File: config.mk
export PLATFORM = sky130hd
export DESIGN_NAME = updown_mod_counter
export DESIGN_NICKNAME = d
export VERILOG_FILES = /design/src/rtl/updown_pkg.sv /design/src/rtl/updown_next.sv /design/src/rtl/updown_mod_counter.sv
export SDC_FILE = /design/constraint.sdc
export NUM_CORES = 1
export LEC_CHECK = 0
export ABC_AREA = 1
export CORE_UTILIZATION = 30
export CTS_CLUSTER_SIZE = 20
export DETAILED_ROUTE_END_ITERATION = 7
export GPL_ROUTABILITY_DRIVEN = 0
export SLEW_MARGIN = 20
export SYNTH_ARGS = -nofsm -noshare
export SYNTH_HDL_FRONTEND = slang
export SYNTH_SLANG_ARGS = --single-unit
File: constraint.sdc
create_clock -name clk -period 3.8 [get_ports clk]
set_input_delay 0.76 -clock clk [delete_from_list [all_inputs] [get_ports clk]]
set_output_delay 0.76 -clock clk [all_outputs]
set_load 0.02 [all_outputs]
File: src/rtl/updown_pkg.sv
// Shared definitions for the modulo up/down counter: direction encoding and
// the step-clamping helper used by updown_mod_counter.
package updown_pkg;

    localparam logic DIR_UP   = 1'b1;
    localparam logic DIR_DOWN = 1'b0;

    // The effective step never exceeds the modulo, so a single step can wrap at most once.
    function automatic logic [31:0] clamp_step(input logic [31:0] step, input logic [31:0] modulo);
        logic [31:0] s;
        if (step < modulo) begin
            s = step;
        end else begin
            s = modulo;
        end
        return s;
    endfunction

endpackage

File: src/rtl/updown_next.sv
// Combinational next-count calculator. Wrap mode by default; saturating
// arithmetic when UPDOWN_SAT_EN is defined, where wrap flags "result at bound".
module updown_next
    import updown_pkg::*;
#(
    parameter int W = 4
) (
    input  logic [W-1:0] n,
    input  logic [W-1:0] s,
    input  logic [W-1:0] modulo,
    input  logic         u,
    output logic [W-1:0] nxt,
    output logic         wrap
);

    logic [W:0] sum_s;

`ifdef UPDOWN_SAT_EN
    // Saturating next value: pin at modulo going up, at zero going down.
    always_comb begin
        sum_s = {1'b0, n} + {1'b0, s};
        nxt   = n;
        wrap  = 1'b0;
        if (u == DIR_UP) begin
            if (sum_s >= {1'b0, modulo}) begin
                nxt  = modulo;
                wrap = 1'b1;
            end else begin
                nxt  = sum_s[W-1:0];
                wrap = 1'b0;
            end
        end else begin
            if (n <= s) begin
                nxt  = '0;
                wrap = 1'b1;
            end else begin
                nxt  = n - s;
                wrap = 1'b0;
            end
        end
    end
`else
    logic [W:0] lim_s;

    // Wrapping next value; the range holds modulo+1 values, computed in W+1 bits.
    always_comb begin
        sum_s = {1'b0, n} + {1'b0, s};
        lim_s = {1'b0, modulo} + {{W{1'b0}}, 1'b1};
        nxt   = n;
        wrap  = 1'b0;
        if (u == DIR_UP) begin
            if (sum_s > {1'b0, modulo}) begin
                nxt  = W'(sum_s - lim_s);
                wrap = 1'b1;
            end else begin
                nxt  = sum_s[W-1:0];
                wrap = 1'b0;
            end
        end else begin
            if (n < s) begin
                nxt  = W'({1'b0, n} + lim_s - {1'b0, s});
                wrap = 1'b1;
            end else begin
                nxt  = n - s;
                wrap = 1'b0;
            end
        end
    end
`endif

endmodule

File: src/rtl/updown_mod_counter.sv
// Modulo up/down counter with load, variable step and registered terminal
// count. Define UPDOWN_SAT_EN for saturating instead of wrapping behaviour.
module updown_mod_counter
    import updown_pkg::*;
#(
    parameter int W     = 4,
    parameter int SW    = 2,
    parameter int RST_V = 0
) (
    input  logic          clk,
    input  logic          clr,
    input  logic          enable,
    input  logic          u,
    input  logic          load,
    input  logic [W-1:0]  load_val,
    input  logic [W-1:0]  modulo,
    input  logic [SW-1:0] step,
    output logic [W-1:0]  n,
    output logic          tc
);

    localparam logic [W-1:0] RST_VAL = W'(RST_V);

    logic [W-1:0] s_s;
    logic [W-1:0] nxt_s;
    logic         wrap_s;
    logic [W-1:0] load_clip_s;
    logic [W-1:0] fix_val_s;
    logic         out_of_range_s;

    // Effective step, clipped load value and the value used to recover from an out-of-range count.
    always_comb begin
        s_s            = W'(clamp_step(32'(step), 32'(modulo)));
        out_of_range_s = (n > modulo);
        if (load_val > modulo) begin
            load_clip_s = modulo;
        end else begin
            load_clip_s = load_val;
        end
`ifdef UPDOWN_SAT_EN
        fix_val_s = modulo;
`else
        fix_val_s = '0;
`endif
    end

    updown_next #(
        .W (W)
    ) u_next (
        .n      (n),
        .s      (s_s),
        .modulo (modulo),
        .u      (u),
        .nxt    (nxt_s),
        .wrap   (wrap_s)
    );

    // Count and terminal-count registers: clr > load > range fix > enabled count > hold.
    always_ff @(posedge clk) begin
        if (clr) begin
            n  <= RST_VAL;
            tc <= 1'b0;
        end else if (load) begin
            n  <= load_clip_s;
            tc <= 1'b0;
        end else if (out_of_range_s) begin
            n  <= fix_val_s;
            tc <= 1'b0;
        end else if (enable) begin
            if (modulo == '0) begin
                n  <= n;
                tc <= 1'b1;
            end else if (s_s == '0) begin
                n  <= n;
                tc <= 1'b0;
            end else begin
                n  <= nxt_s;
                tc <= wrap_s;
            end
        end else begin
            n  <= n;
            tc <= 1'b0;
        end
    end

endmodule

# Yosys cells after proc, flatten, opt, wreduce, memory -nomap -nowiden
# Index checks and enable logic that the tools add are counted.
word_totals:
  register_bits: 5
  in_bits: 15
  out_inout_bits: 5
  wordCells: 36
classes:
  addsub: 6
  order_cmp: 5
  eq_ne: 2
  n_mux: 15
  n_bitwise: 1
  n_reduce_logical: 5
ops:
  columns: ["cell", "n"]
  rows:
  - ["4-bit two-way mux", 10]
  - ["4-bit subtractor", 3]
  - ["4-bit > comparator", 2]
  - ["4-bit logical NOT", 2]
  - ["3-bit != test (second input constant)", 2]
  - ["4-bit by 4-bit adder with 5-bit output", 1]
  - ["5-bit by 4-bit > comparator with 1-bit output", 1]
  - ["1-bit two-way mux", 5]
  - ["4-bit by 1-bit adder with 4-bit output (second input constant)", 1]
  - ["4-bit adder", 1]
  - ["2-bit by 4-bit < comparator with 1-bit output", 1]
  - ["4-bit < comparator", 1]
  - ["4-bit OR reduction", 1]
  - ["3-bit AND reduction", 1]
  - ["3-bit nonzero test", 1]
  - ["1-bit inverter", 1]

# Depth between registers and ports, before layout
# Gate-level depths: netlist of the first run.
logic_depth:
  ltp_word: 11
  depth_mapped: 26
  mapped_depth_nobuf: 26

# Hierarchy
# Synthesis of the first run repeated with hierarchy kept, for this count alone.
hier_totals:
  hier_cells: 252
  area_unflattened_um2: 1630.3
modules_own_cells:
  columns: ["mod", "instances", "cells_per_inst", "area_per_inst_um2", "seq_area_each_um2"]
  rows:
  - ["updown_next", 1, 144, 972.2, 0.0]
  - ["updown_mod_counter", 1, 108, 658.1, 100.1]

# Least setup slack after synthesis of the first run
# Ideal clock, no wire load.
synth_timing:
  path_kind: "input to register"
  start: "in modulo[1]"
  end: "reg n[1]"
  setup_ns: 0.119
  t_arrival_ns: 3.401
  t_required_ns: 3.681
  setup_slack_ns: 0.280
  path_stages: 22
  path_buffers: 0
  cell_sequence: "inv_1 ha_1 o21ai_2 nand2_1 nand2_2 nand2_1 o21ai_2 inv_1 ha_1 inv_1 fa_1 xor2_1 ha_1 and3_1 nand3_1 nand2_1 nand2_1 nand2_1 o21ai_0 nand2_1 nand2_1 a21oi_2"
synth_via:
  elab_chain_len: 11
  elab_cells_between_ends: 27
  cone_classes: "add/sub: 6; order compare: 5; eq/ne: 2; mux: 10; reduce/logical: 4"
synth_rtl:
  columns: ["item", "line_no", "text"]
  rows:
  - ["from (decl)", "updown_mod_counter.sv:16", "input logic [W-1:0] modulo,"]
  - ["2-bit by 4-bit < comparator with 1-bit output", "updown_pkg.sv:11", "if (step < modulo) begin"]
  - ["4-bit two-way mux", "updown_pkg.sv:11", null]
  - ["4-bit by 4-bit adder with 5-bit output", "updown_next.sv:47", "sum_s = {1'b0, n} + {1'b0, s};"]
  - ["4-bit subtractor or 5-bit by 4-bit > comparator with 1-bit output (tied branches)", "updown_next.sv:53, updown_next.sv:52", null]
  - ["4-bit two-way mux", "updown_next.sv:52", "if (sum_s > {1'b0, modulo}) begin"]
  - ["4-bit two-way mux", "updown_next.sv:51", "if (u == DIR_UP) begin"]
  - ["4-bit two-way mux", "updown_mod_counter.sv:73", "end else if (s_s == '0) begin"]
  - ["4-bit two-way mux", "updown_mod_counter.sv:70", "if (modulo == '0) begin"]
  - ["4-bit two-way mux", "updown_mod_counter.sv:69", "end else if (enable) begin"]
  - ["4-bit two-way mux", "updown_mod_counter.sv:66", "end else if (out_of_range_s) begin"]
  - ["4-bit two-way mux", "updown_mod_counter.sv:63", "end else if (load) begin"]
  - ["to (signal assigned)", "updown_mod_counter.sv:64", "n <= load_clip_s;"]
  - ["to (signal assigned)", "updown_mod_counter.sv:67", "n <= fix_val_s;"]
  - ["to (signal assigned)", "updown_mod_counter.sv:71", "n <= n;"]
  - ["to (decl)", "updown_mod_counter.sv:18", "output logic [W-1:0] n,"]
# Parallel ways exist; a longest one is shown, timed or not. The select of a mux whose other input is x is not followed.
# A chain may end at the register's enable or synchronous reset.

# Worst setup path after layout of the first run
layout_timing:
  start: "in modulo[0]"
  end: "reg n[3]"
# Same word-level chain as after synthesis.

==> impl_metrics.csv, run 1 <==
group,metric,value,unit
placed_design,port_buffers,19,
pwr,cellInternalPower,0.4702,mW
setup_path,critical-path-max-stage-delay,0.50,ns
drt,drt-vias-per-instance,4.481,
clocking,worst_skew_pair.late_latency,0.22,ns
worst_hold_path,min_path_type,"register to register",
sta,clock.fmax,276.2,MHz
sta,setup_violating_endpoint_count_in_the_final_report,0,
synth,netlist-cell-type-count,29,
synth,ys_seq_area_share,6.757,%
clocking,cts-root-buf,"sky130_fd_sc_hd__clkbuf_8",
floorplanning,core_footprint,4723,um2
setup_path,timing.critical_path.from_type,"input pin",
floorplanning,fp.dieArea,5223,um2
run,cap_viol_max_count,0,
synth,synth.area.top_cells,"sky130_fd_sc_hd__ha_1 (24%), sky130_fd_sc_hd__nand2_1 (12%), sky130_fd_sc_hd__inv_1 (11%), sky130_fd_sc_hd__fa_1 (8.1%), sky130_fd_sc_hd__dfxtp_1 (6.8%)",
placed_design,dp_slack,-0.3560,ns
drt,drt-pass1-iter-count,4,
floorplanning,die_height,72.27,um
pwr,switching_share,47.86,%
setup_path,critPathMaxFanout,4,
clocking,cts.hold.buffers_added,0,
clocking,htreeDepth,1,
pwr,power.ir.vdd_worst,0.0003255,V
final_layout,drive_above_1_share,20.65,%
status,status,"complete, no violations",
synth,warning_count_from_the_yosys_run,0,
final_layout,post_layout_nonfiller_instances,343,
placed_design,place_hpwl,3.336,mm
sta,final_max_slew_viol_count,0,
final_layout,fillers,507,
global_route,grt_first_pass_wirelength,6.679,mm
global_route,grt_antenna_before_repair,0,
sta,fin_setup_tns,0,ns
sta,fin_crit,3.621,ns
clocking,cts_made_buffers,3,
setup_path,cp_data_arrival_time,3.78,ns
pwr,clock_power_share,10.7,%
synth,yosys_register_bits,5,
synth,synth_top_area_cell,"sky130_fd_sc_hd__ha_1",
floorplanning,fp-row-count,25,
sta,clock_skew_after_layout,0.0009209,ns
final_layout,num-nets-final,327,
drt,vias,1537,
global_route,global_route.overflow_total,0,
setup_path,list_of_cells_traversed_by_the_critical_path,"clkdlybuf4s50_1, inv_2, o21ai_2, nand2_1, nand2_2, o21ai_2, inv_1, ha_2, inv_2, fa_2, xor2_4, ha_4, and3_4, nand3_1, nand2_2, buf_4, nand4_1, nand3_1, nand3_2, a21oi_2",
final_layout,register_area,100.1,um2
drt,drc_errors,0,
sta,layout_setup_ws,0.1795,ns
pwr,p_comb_share,79.6,%
pwr,net-switching-power,0.4317,mW
final_layout,multi_input_area,1292,um2
placed_design,place_inst,335,
synth,synth_area,1481,um2
sta,final_hold_viol_count,0,
pwr,powerDensity,435.0,nW/um2
synth,synth_cells,228,
floorplanning,io_pins,20,
synth,synthDominantCellAreaShare,24.49,%
clocking,worst_setup_hold_path_clk_slew,0.03,ns
floorplanning,floorplan.initialDensity,31.36,%
global_route,grtUsageTotal,16.53,%
drt,wire_length_after_detailed_routing,4.078,mm
synth,postSynthAreaPerCell,6.497,um2
setup_path,worstSetupEndpointType,"register",
global_route,number_of_global_route_vias_before_repair,1466,
pwr,power.leakage,1.062,nW
setup_path,critical_path_required,3.96,ns
clocking,numClockSinks,5,
drt,ant_nets,0,
final_layout,utilization,43.89,%
clocking,cts_tree,"built",
drt,routed_wire_length_per_instance,11.89,um
setup_path,critPathSlowestCell,"sky130_fd_sc_hd__clkdlybuf4s50_1",
final_layout,antennaDiodeCount,0,
clocking,clk_path_buf_depth,2,
global_route,pin_count_of_the_biggest_net_entering_global_routing,13,
drt,drt_first_iter_violations,41,
pwr,power_frac_seq,9.7,%
setup_path,classification_of_the_worst_setup_path,"input pin to register",
floorplanning,chipWidth,72.27,um
final_layout,flow.area_growth_from_synthesis,39.95,%
sta,min_period_over_period,95.28,%
power by group through the flow:
stage	registers (mW)	logic [mW]	clock network, mW
CTS	0.0873	0.669	0.100
global route	0.0890	0.811	0.105
finish	0.0874	0.718	0.0963
floorplan	0.0905	0.409	0
detailed placement	0.0879	0.634	0
global placement	0.0873	0.633	0
logic make-up (layout without fill, tap and decap cells):
family	Yosys count	count (layout)	share of synthesized area (%)
simple gates	94	94	28.30
buf+inv	47	93	12.33
compound gates	39	39	15.96
fa+ha+maj	35	35	32.60
xor+xnor	6	6	3.547
flops	5	5	6.757
other cells	2	4	0.5069
placed cells by master (no fill, tap or decap), types with 2 or more instances in the layout:
cell                              instances
sky130_fd_sc_hd__clkdlybuf4s50_1         17
sky130_fd_sc_hd__o21ai_0                 10
sky130_fd_sc_hd__buf_4                   26
sky130_fd_sc_hd__a21oi_1                 16
sky130_fd_sc_hd__dfxtp_1                  5
sky130_fd_sc_hd__a21oi_2                  6
sky130_fd_sc_hd__ha_1                    26
sky130_fd_sc_hd__inv_1                   39
sky130_fd_sc_hd__nor2_1                  16
sky130_fd_sc_hd__nand2_4                  2
sky130_fd_sc_hd__ha_4                     2
sky130_fd_sc_hd__o21ai_2                  3
sky130_fd_sc_hd__nand3_1                 17
sky130_fd_sc_hd__nand2_1                 46
sky130_fd_sc_hd__conb_1                   4
sky130_fd_sc_hd__fa_1                     5
sky130_fd_sc_hd__nand2_2                  3
sky130_fd_sc_hd__nand3_2                  2
sky130_fd_sc_hd__clkbuf_8                 3
sky130_fd_sc_hd__inv_2                    4
sky130_fd_sc_hd__nand4_1                  5
sky130_fd_sc_hd__xnor2_1                  5
area by class of cell:
cell class / count / share of cell area, %
Sequential cell: 5 / 4.828
Multi-Input combinational cell: 178 / 62.34
Timing Repair Buffer: 45 / 18.65
Inverter: 44 / 7.966
Clock buffer: 4 / 2.173
Tap cell: 67 / 4.043
cells in the mapped netlist:
cell	number
sky130_fd_sc_hd__nand2_1	49
sky130_fd_sc_hd__inv_1	42
sky130_fd_sc_hd__ha_1	29
sky130_fd_sc_hd__nand3_1	19
sky130_fd_sc_hd__a21oi_1	17
sky130_fd_sc_hd__nor2_1	16
sky130_fd_sc_hd__o21ai_0	10
sky130_fd_sc_hd__fa_1	6
sky130_fd_sc_hd__a21oi_2	5
sky130_fd_sc_hd__dfxtp_1	5
sky130_fd_sc_hd__nand4_1	5
sky130_fd_sc_hd__xnor2_1	5
sky130_fd_sc_hd__o21ai_2	3
sky130_fd_sc_hd__conb_1	2
sky130_fd_sc_hd__a21o_1	1
sky130_fd_sc_hd__and3_1	1
sky130_fd_sc_hd__buf_2	1
sky130_fd_sc_hd__clkbuf_2	1
sky130_fd_sc_hd__clkbuf_4	1
sky130_fd_sc_hd__clkinv_1	1
sky130_fd_sc_hd__inv_2	1
sky130_fd_sc_hd__nand2_2	1
sky130_fd_sc_hd__nand2_4	1
sky130_fd_sc_hd__nand3_4	1
sky130_fd_sc_hd__nand3b_1	1
sky130_fd_sc_hd__o2111ai_1	1
sky130_fd_sc_hd__o211ai_1	1
sky130_fd_sc_hd__o21bai_1	1
sky130_fd_sc_hd__xor2_1	1
metrics by stage:
stage	area (um2)	hold slack, ns	total power, mW
3_5_place_dp	1911	0.6959	0.7221
3_3_place_gp	1911	0.6991	0.7205
2_1_floorplan	1489	0.7021	0.4991
4_1_cts	2008	0.7009	0.8566
5_1_grt	2073	0.7437	1.005
6_report	2073	0.7146	0.9019
registers in the layout (all words and copies together) (netlist names):
register,cells
n,4
tc,1
critical path: cells and delay by family:
family	cells	cell delay, ns
XOR/XNOR	1	0.20
AO/OA/AOI/OAI	3	0.28
AND/OR/NAND/NOR	8	0.83
buffers and inverters	5	0.81
adder cells (fa/ha/maj)	3	0.88
layer usage:
metal / vias to the layer above / track usage, % / part of all wire (%)
met3: 2 / 1.250 / 1.5
met1: 691 / 21.58 / 48
met4: 0 / 0.6536 / 0.42
met5: - / 0 / 0
met2: 17 / 31.05 / 50
li1: 827 / - / -
final timing paths:
kind	cells after the start	end	slack, ns	start
max	20	n[3]	0.18	modulo[0]
min	4	n[3]	0.71	n[3]
max reg2reg	15	n[3]	1.05	n[2]
min reg2reg	4	n[3]	0.71	n[3]
what timing repair did:
| action | in CTS | in global routing |
|---|---|---|
| cloned | 0 | 0 |
| pin swaps | 12 | 8 |
| endpoints found under the setup margin | 5 | 5 |
| buffers inserted | 3 | 1 |
| gates resized for setup | 11 | 9 |
(Power assumes the default switching activity.)
==> run 2: changes to the inputs <==
--- a/config.mk
+++ b/config.mk
@@ -6,10 +6,11 @@
 export NUM_CORES = 1
 export LEC_CHECK = 0
 export ABC_AREA = 1
-export CORE_UTILIZATION = 30
+export CORE_UTILIZATION = 55
 export CTS_CLUSTER_SIZE = 20
 export DETAILED_ROUTE_END_ITERATION = 7
 export GPL_ROUTABILITY_DRIVEN = 0
+export PLACE_DENSITY = 0.8
 export SLEW_MARGIN = 20
 export SYNTH_ARGS = -nofsm -noshare
 export SYNTH_HDL_FRONTEND = slang
==> impl_metrics.csv, run 2 (synthesis results as in run 1) <==
group,metric,value,unit
drt,wire_length_after_detailed_routing,4.191,mm
worst_hold_path,min_path_type,"register to register",
pwr,power.ir.vdd_worst,0.0005044,V
status,status,"complete, no violations",
floorplanning,core_footprint,2522,um2
pwr,cellInternalPower,0.4287,mW
setup_path,worstSetupEndpointType,"register",
clocking,cts_made_buffers,3,
drt,met2_wirelength,2.018,mm
sta,clock.fmax,273.2,MHz
pwr,powerDensity,434.1,nW/um2
sta,setup_violating_endpoint_count_in_the_final_report,0,
final_layout,antennaDiodeCount,0,
clocking,numClockSinks,5,
final_layout,multi_input_area,1320,um2
placed_design,dp_slack,-0.3781,ns
pwr,finalPower,0.8767,mW
drt,drt-pass1-iter-count,4,
clocking,worst_setup_hold_path_clk_slew,0.05,ns
clocking,cts_tree,"built",
pwr,power_frac_seq,9.8,%
drt,topRoutingLayerUsed,"met4",
drt,ant_nets,0,
pwr,net-switching-power,0.4480,mW
setup_path,critPathMaxFanout,4,
placed_design,port_buffers,19,
drt,vias,1599,
placed_design,place_hpwl,3.144,mm
setup_path,classification_of_the_worst_setup_path,"input pin to register",
clocking,htreeDepth,1,
pwr,clock_power_share,7.0,%
drt,drt_first_iter_violations,47,
placed_design,detailed_place.area,1857,um2
sta,fin_setup_tns,0,ns
global_route,pin_count_of_the_biggest_net_entering_global_routing,13,
sta,min_period_over_period,96.32,%
setup_path,cp_data_arrival_time,3.83,ns
floorplanning,chipWidth,53.90,um
floorplanning,floorplan.initialDensity,58.73,%
final_layout,num-nets-final,324,
floorplanning,die_height,53.90,um
setup_path,timing.critical_path.from_type,"input pin",
clocking,cts-root-buf,"sky130_fd_sc_hd__clkbuf_4",
pwr,p_comb_share,83.2,%
sta,fin_crit,3.660,ns
sta,final.hold.worst_slack,0.7295,ns
sta,layout_setup_ws,0.1400,ns
final_layout,register_area,100.1,um2
floorplanning,fp.dieArea,2905,um2
drt,drt-vias-per-instance,5.277,
global_route,grt_antenna_before_repair,0,
drt,drc_errors,0,
final_layout,most_frequent_cells_in_the_layout,"sky130_fd_sc_hd__nand2_1 (44), sky130_fd_sc_hd__inv_1 (40), sky130_fd_sc_hd__ha_1 (24)",
pwr,power.leakage,1.058,nW
floorplanning,fp-row-count,18,
final_layout,drive_above_1_share,20.15,%
sta,final_max_slew_viol_count,0,
drt,routed_wire_length_per_instance,13.83,um
sta,clock_skew_after_layout,0.008605,ns
final_layout,final_cell_area,2019,um2
drt,met3_wl,198,um
final_layout,fillers,168,
setup_path,critical_path_required,3.97,ns
pwr,switching_share,51.10,%
global_route,global_route.overflow_total,0,
global_route,grtUsageTotal,29.58,%
final_layout,most_frequent_standard_cell_in_the_layout_excluding_fill_and_tap_cells,"sky130_fd_sc_hd__nand2_1",
global_route,grt_first_pass_wirelength,6.134,mm
final_layout,flow.area_growth_from_synthesis,36.32,%
final_layout,flip_flop_count_of_the_largest_register_all_copies_and_words_added,4,
final_layout,largest_registers,"n x4, tc x1",
clocking,worst_skew_pair.late_latency,0.24,ns
final_layout,max_flop_register,"n",
global_route,number_of_global_route_vias_before_repair,1375,
run,cap_viol_max_count,0,
clocking,clk_path_buf_depth,2,
sta,final_hold_viol_count,0,
drt,met1_length,1.910,mm
floorplanning,io_pins,20,
[run 2: changes by cell type in the layout (fill, tap and decap cells not counted), sizes merged]
cell and delta:
buf -3, clkdlybuf4s50 -1, dlymetal6s2s +2, dlygate4sd2 -1
[run 2: power by group through the flow]
stage               clock network [mW]  registers (mW)  logic (mW)
floorplan                            0          0.0905       0.409
global placement                     0          0.0865       0.608
finish                          0.0617          0.0858       0.729
CTS                             0.0616          0.0852       0.659
detailed placement                   0          0.0861       0.616
global route                    0.0666          0.0870       0.808
[run 2: repair_timing]
| action | in CTS | in global routing |
|---|---|---|
| setup buffers | 0 | 2 |
| hold buffers | 0 | 0 |
| resized for setup | 10 | 15 |
| setup endpoints to repair | 5 | 5 |
| pin swaps | 4 | 9 |
[run 2: metrics by stage]
stage          utilization (%)  std cells
2_1_floorplan                -        230
3_3_place_gp             73.61        297
4_1_cts                  76.88        301
5_1_grt                  80.06        303
3_5_place_dp             73.61        297
6_report                 80.06        303
[run 2: cell type report]
type / count / area share [%]
clock buffers: 4 / 1.301
inverters: 44 / 8.178
multi-input cells: 178 / 65.37
flip-flops and latches: 5 / 4.957
well taps: 30 / 1.859
repair buffers: 42 / 18.34
[run 2: layer usage]
metal / global-route usage [%] / vias to the layer above
li1: - / 826
met1: 40.10 / 715
met2: 49.79 / 52
met3: 3.955 / 6
met4: 5.263 / 0
met5: 0 / -
[run 2: path summary, 6_finish.rpt]
check | from | end | slack (ns) | depth (start not counted)
max reg2reg | n[2] | n[3] | 1.04 | 14
min reg2reg | n[0] | n[0] | 0.73 | 4
max | modulo[2] | n[3] | 0.14 | 18
min | n[0] | n[0] | 0.73 | 4
[run 2: worst max-delay path, cell delays in order]
cell and delay, ns:
sky130_fd_sc_hd__clkdlybuf4s50_1 0.42, sky130_fd_sc_hd__nor2_1 0.20, sky130_fd_sc_hd__nand2_2 0.14, sky130_fd_sc_hd__nand2_2 0.09, sky130_fd_sc_hd__o21ai_2 0.07, sky130_fd_sc_hd__inv_1 0.09, sky130_fd_sc_hd__ha_2 0.19, sky130_fd_sc_hd__inv_1 0.06
sky130_fd_sc_hd__fa_2 0.53, sky130_fd_sc_hd__inv_1 0.09, sky130_fd_sc_hd__ha_1 0.29, sky130_fd_sc_hd__and3_4 0.19, sky130_fd_sc_hd__nand3b_1 0.19, sky130_fd_sc_hd__nand3_2 0.13, sky130_fd_sc_hd__nand2_1 0.07, sky130_fd_sc_hd__nand3_1 0.09
sky130_fd_sc_hd__nand3_2 0.11, sky130_fd_sc_hd__a21oi_2 0.12
==> run 3: changes to the inputs <==
--- a/config.mk
+++ b/config.mk
@@ -9,7 +9,6 @@
 export CORE_UTILIZATION = 55
 export CTS_CLUSTER_SIZE = 20
 export DETAILED_ROUTE_END_ITERATION = 7
-export GPL_ROUTABILITY_DRIVEN = 0
 export PLACE_DENSITY = 0.8
 export SLEW_MARGIN = 20
 export SYNTH_ARGS = -nofsm -noshare
==> impl_metrics.csv, run 3 (synthesis results as in run 1) <==
group,metric,value,unit
setup_path,list_of_cells_traversed_by_the_critical_path,"clkdlybuf4s50_1, inv_2, o21ai_2, nand2_2, nand2_4, nand2_2, o21ai_4, inv_1, ha_1, nand3_1, nand2_1, nand2_1, nand2_1, inv_1, ha_1, and3_1, nand3_1, nand2_2, buf_4, nand3_1, o2111ai_1, a21oi_2",
setup_path,r2r_setup_slack,1.02,ns
clocking,clk_path_buf_depth,2,
floorplanning,die_height,53.90,um
clocking,cts_made_buffers,3,
setup_path,cp_num_buf_inv,5,
sta,clock_skew_after_layout,0.007354,ns
pwr,p_comb_share,82.1,%
setup_path,worstSetupStartpoint,"modulo[0]",
setup_path,worstSetupEndpointType,"register",
placed_design,port_buffers,19,
setup_path,worst_r2r_endpoint,"n[0]",
run,cap_viol_max_count,0,
placed_design,global_placer_s_final_weighted_congestion,0.9340,
final_layout,antennaDiodeCount,0,
final_layout,most_frequent_cells_in_the_layout,"sky130_fd_sc_hd__nand2_1 (43), sky130_fd_sc_hd__inv_1 (40), sky130_fd_sc_hd__ha_1 (26)",
clocking,worst_setup_hold_path_clk_slew,0.05,ns
sta,final_max_slew_viol_count,0,
pwr,power.leakage,1.044,nW
floorplanning,io_pins,20,
final_layout,flip_flop_count_of_the_largest_register_all_copies_and_words_added,4,
floorplanning,fp-row-count,18,
setup_path,critPathSlowestCell,"sky130_fd_sc_hd__clkdlybuf4s50_1",
sta,setup_violating_endpoint_count_in_the_final_report,0,
final_layout,flow.area_growth_from_synthesis,33.61,%
setup_path,reg2reg_from,"n[2]",
setup_path,ff2ff_path_depth,14,
drt,vias,1616,
clocking,cts-root-buf,"sky130_fd_sc_hd__clkbuf_4",
setup_path,timing.critical_path.from_type,"input pin",
pwr,powerDensity,430.0,nW/um2
placed_design,detailed_place.area,1857,um2
placed_design,place_hpwl,3.228,mm
sta,fin_crit,3.586,ns
sta,clock.fmax,278.8,MHz
drt,wire_length_after_detailed_routing,4.034,mm
floorplanning,core_footprint,2522,um2
pwr,switching_share,50.87,%
drt,drc_errors,0,
setup_path,critical-path-top-delay-family,"simple AND/OR/NAND/NOR gates",
global_route,global_route.overflow_total,0,
sta,min_period_over_period,94.38,%
sta,unrepaired_setup_endpoints_after_global_routing,"no",
drt,drt_first_iter_violations,43,
global_route,pin_count_of_the_biggest_net_entering_global_routing,13,
setup_path,critPathCapture,"n[0]",
global_route,grt_antenna_before_repair,0,
setup_path,cp_data_arrival_time,3.78,ns
final_layout,final_cell_area,1979,um2
drt,routed_wire_length_per_instance,13.36,um
global_route,number_of_global_route_vias_before_repair,1417,
drt,drt-pass1-iter-count,4,
final_layout,most_frequent_standard_cell_in_the_layout_excluding_fill_and_tap_cells,"sky130_fd_sc_hd__nand2_1",
pwr,power_frac_seq,10.3,%
clocking,htreeDepth,1,
pwr,power.ir.vdd_worst,0.0004245,V
floorplanning,fp.dieArea,2905,um2
final_layout,drive_above_1_share,19.12,%
setup_path,critical_path_required,3.99,ns
floorplanning,chipWidth,53.90,um
pwr,net-switching-power,0.4330,mW
status,status,"complete, no violations",
pwr,clock_power_share,7.6,%
sta,final_hold_viol_count,0,
global_route,grt_first_pass_wirelength,6.299,mm
clocking,numClockSinks,5,
final_layout,utilization,78.47,%
final_layout,max_flop_register,"n",
clocking,cts_tree,"built",
placed_design,place_inst,297,
setup_path,critPathMaxFanout,4,
global_route,grtUsageTotal,30.56,%
worst_hold_path,min_path_type,"register to register",
setup_path,critical-path-max-stage-delay,0.51,ns
drt,ant_nets,0,
pwr,cellInternalPower,0.4182,mW
clocking,worst_skew_pair.late_latency,0.26,ns
final_layout,post_layout_nonfiller_instances,302,
final_layout,num-nets-final,323,
setup_path,classification_of_the_worst_setup_path,"input pin to register",
floorplanning,floorplan.initialDensity,58.73,%
drt,drt-vias-per-instance,5.351,
final_layout,fillers,203,
final_layout,largest_registers,"n x4, tc x1",
setup_path,worstSetupPathDepth,22,
run 3: changes by cell type in the layout (fill, tap and decap cells not counted), sizes merged:
cell | before | now
dlymetal6s2s | 3 | 1
buf | 23 | 22
clkbuf | 4 | 3
clkdlybuf4s50 | 16 | 17
clkinv | 1 | 2
dlygate4sd2 | 0 | 1
run 3: per-layer routing:
metal / track usage [%] / part of all wire (%) / wire length, um
met4: 11.84 / 2.2 / 89
met1: 38.01 / 44 / 1771
met2: 53.29 / 51 / 2042
met3: 3.107 / 3.2 / 131
met5: 0 / 0 / 0
run 3: timing repair:
item                                    in CTS  in global routing
endpoints found under the setup margin       5                  5
resized for setup                           10                 11
hold buffers                                 0                  0
buffers inserted                             0                  1
pin swaps                                    4                  9
run 3: worst min-delay path by stage:
stage / startpoint / to / cells past startpoint
global route: n[0] / n[0] / 4
finish: n[3] / n[3] / 4
CTS: n[0] / n[0] / 4
floorplan: n[3] / n[3] / 4
global placement: n[0] / n[0] / 4
detailed placement: n[0] / n[0] / 4
run 3: worst reg2reg max path, delay by kind of cell, from the launching register on:
kind / cells / cell delay, ns
DFF: 1 / 0.43
and+or+nand+nor: 6 / 0.62
adders and majority gates: 2 / 0.83
buffers and inverters: 3 / 0.33
AOI/OAI and AO/OA: 3 / 0.52
run 3: through the flow:
step | total power [mW] | setup TNS, ns | hold WS (ns) | worst slack (ns)
2_1_floorplan | 0.4991 | 0 | 0.7021 | 0.2796
3_3_place_gp | 0.7028 | -1.256 | 0.7105 | -0.2962
3_5_place_dp | 0.7101 | -1.780 | 0.7130 | -0.4203
4_1_cts | 0.8027 | 0 | 0.7256 | 0.07343
5_1_grt | 0.9395 | 0 | 0.7879 | 0.04470
6_report | 0.8512 | 0 | 0.7378 | 0.2136
run 3: power groups by stage:
| stage | logic, mW | clock network, mW | registers [mW] |
|---|---|---|---|
| after floorplan | 0.409 | 0 | 0.0905 |
| after detailed placement | 0.623 | 0 | 0.0872 |
| after global placement | 0.616 | 0 | 0.0870 |
| after global routing | 0.781 | 0.0708 | 0.0878 |
| after CTS | 0.650 | 0.0657 | 0.0866 |
| final | 0.699 | 0.0649 | 0.0874 |
run 3: final cells by class:
| cell class | count | area (um2) | share of cell area [%] |
|---|---|---|---|
| multi-input combinational | 178 | 1292 | 65.30 |
| timing repair buffer | 41 | 356.6 | 18.02 |
| inverter | 44 | 165.2 | 8.344 |
| sequential | 5 | 100.1 | 5.057 |
| tap | 30 | 37.54 | 1.896 |
| clock buffer | 3 | 22.52 | 1.138 |
| clock inverter | 1 | 5.005 | 0.2528 |
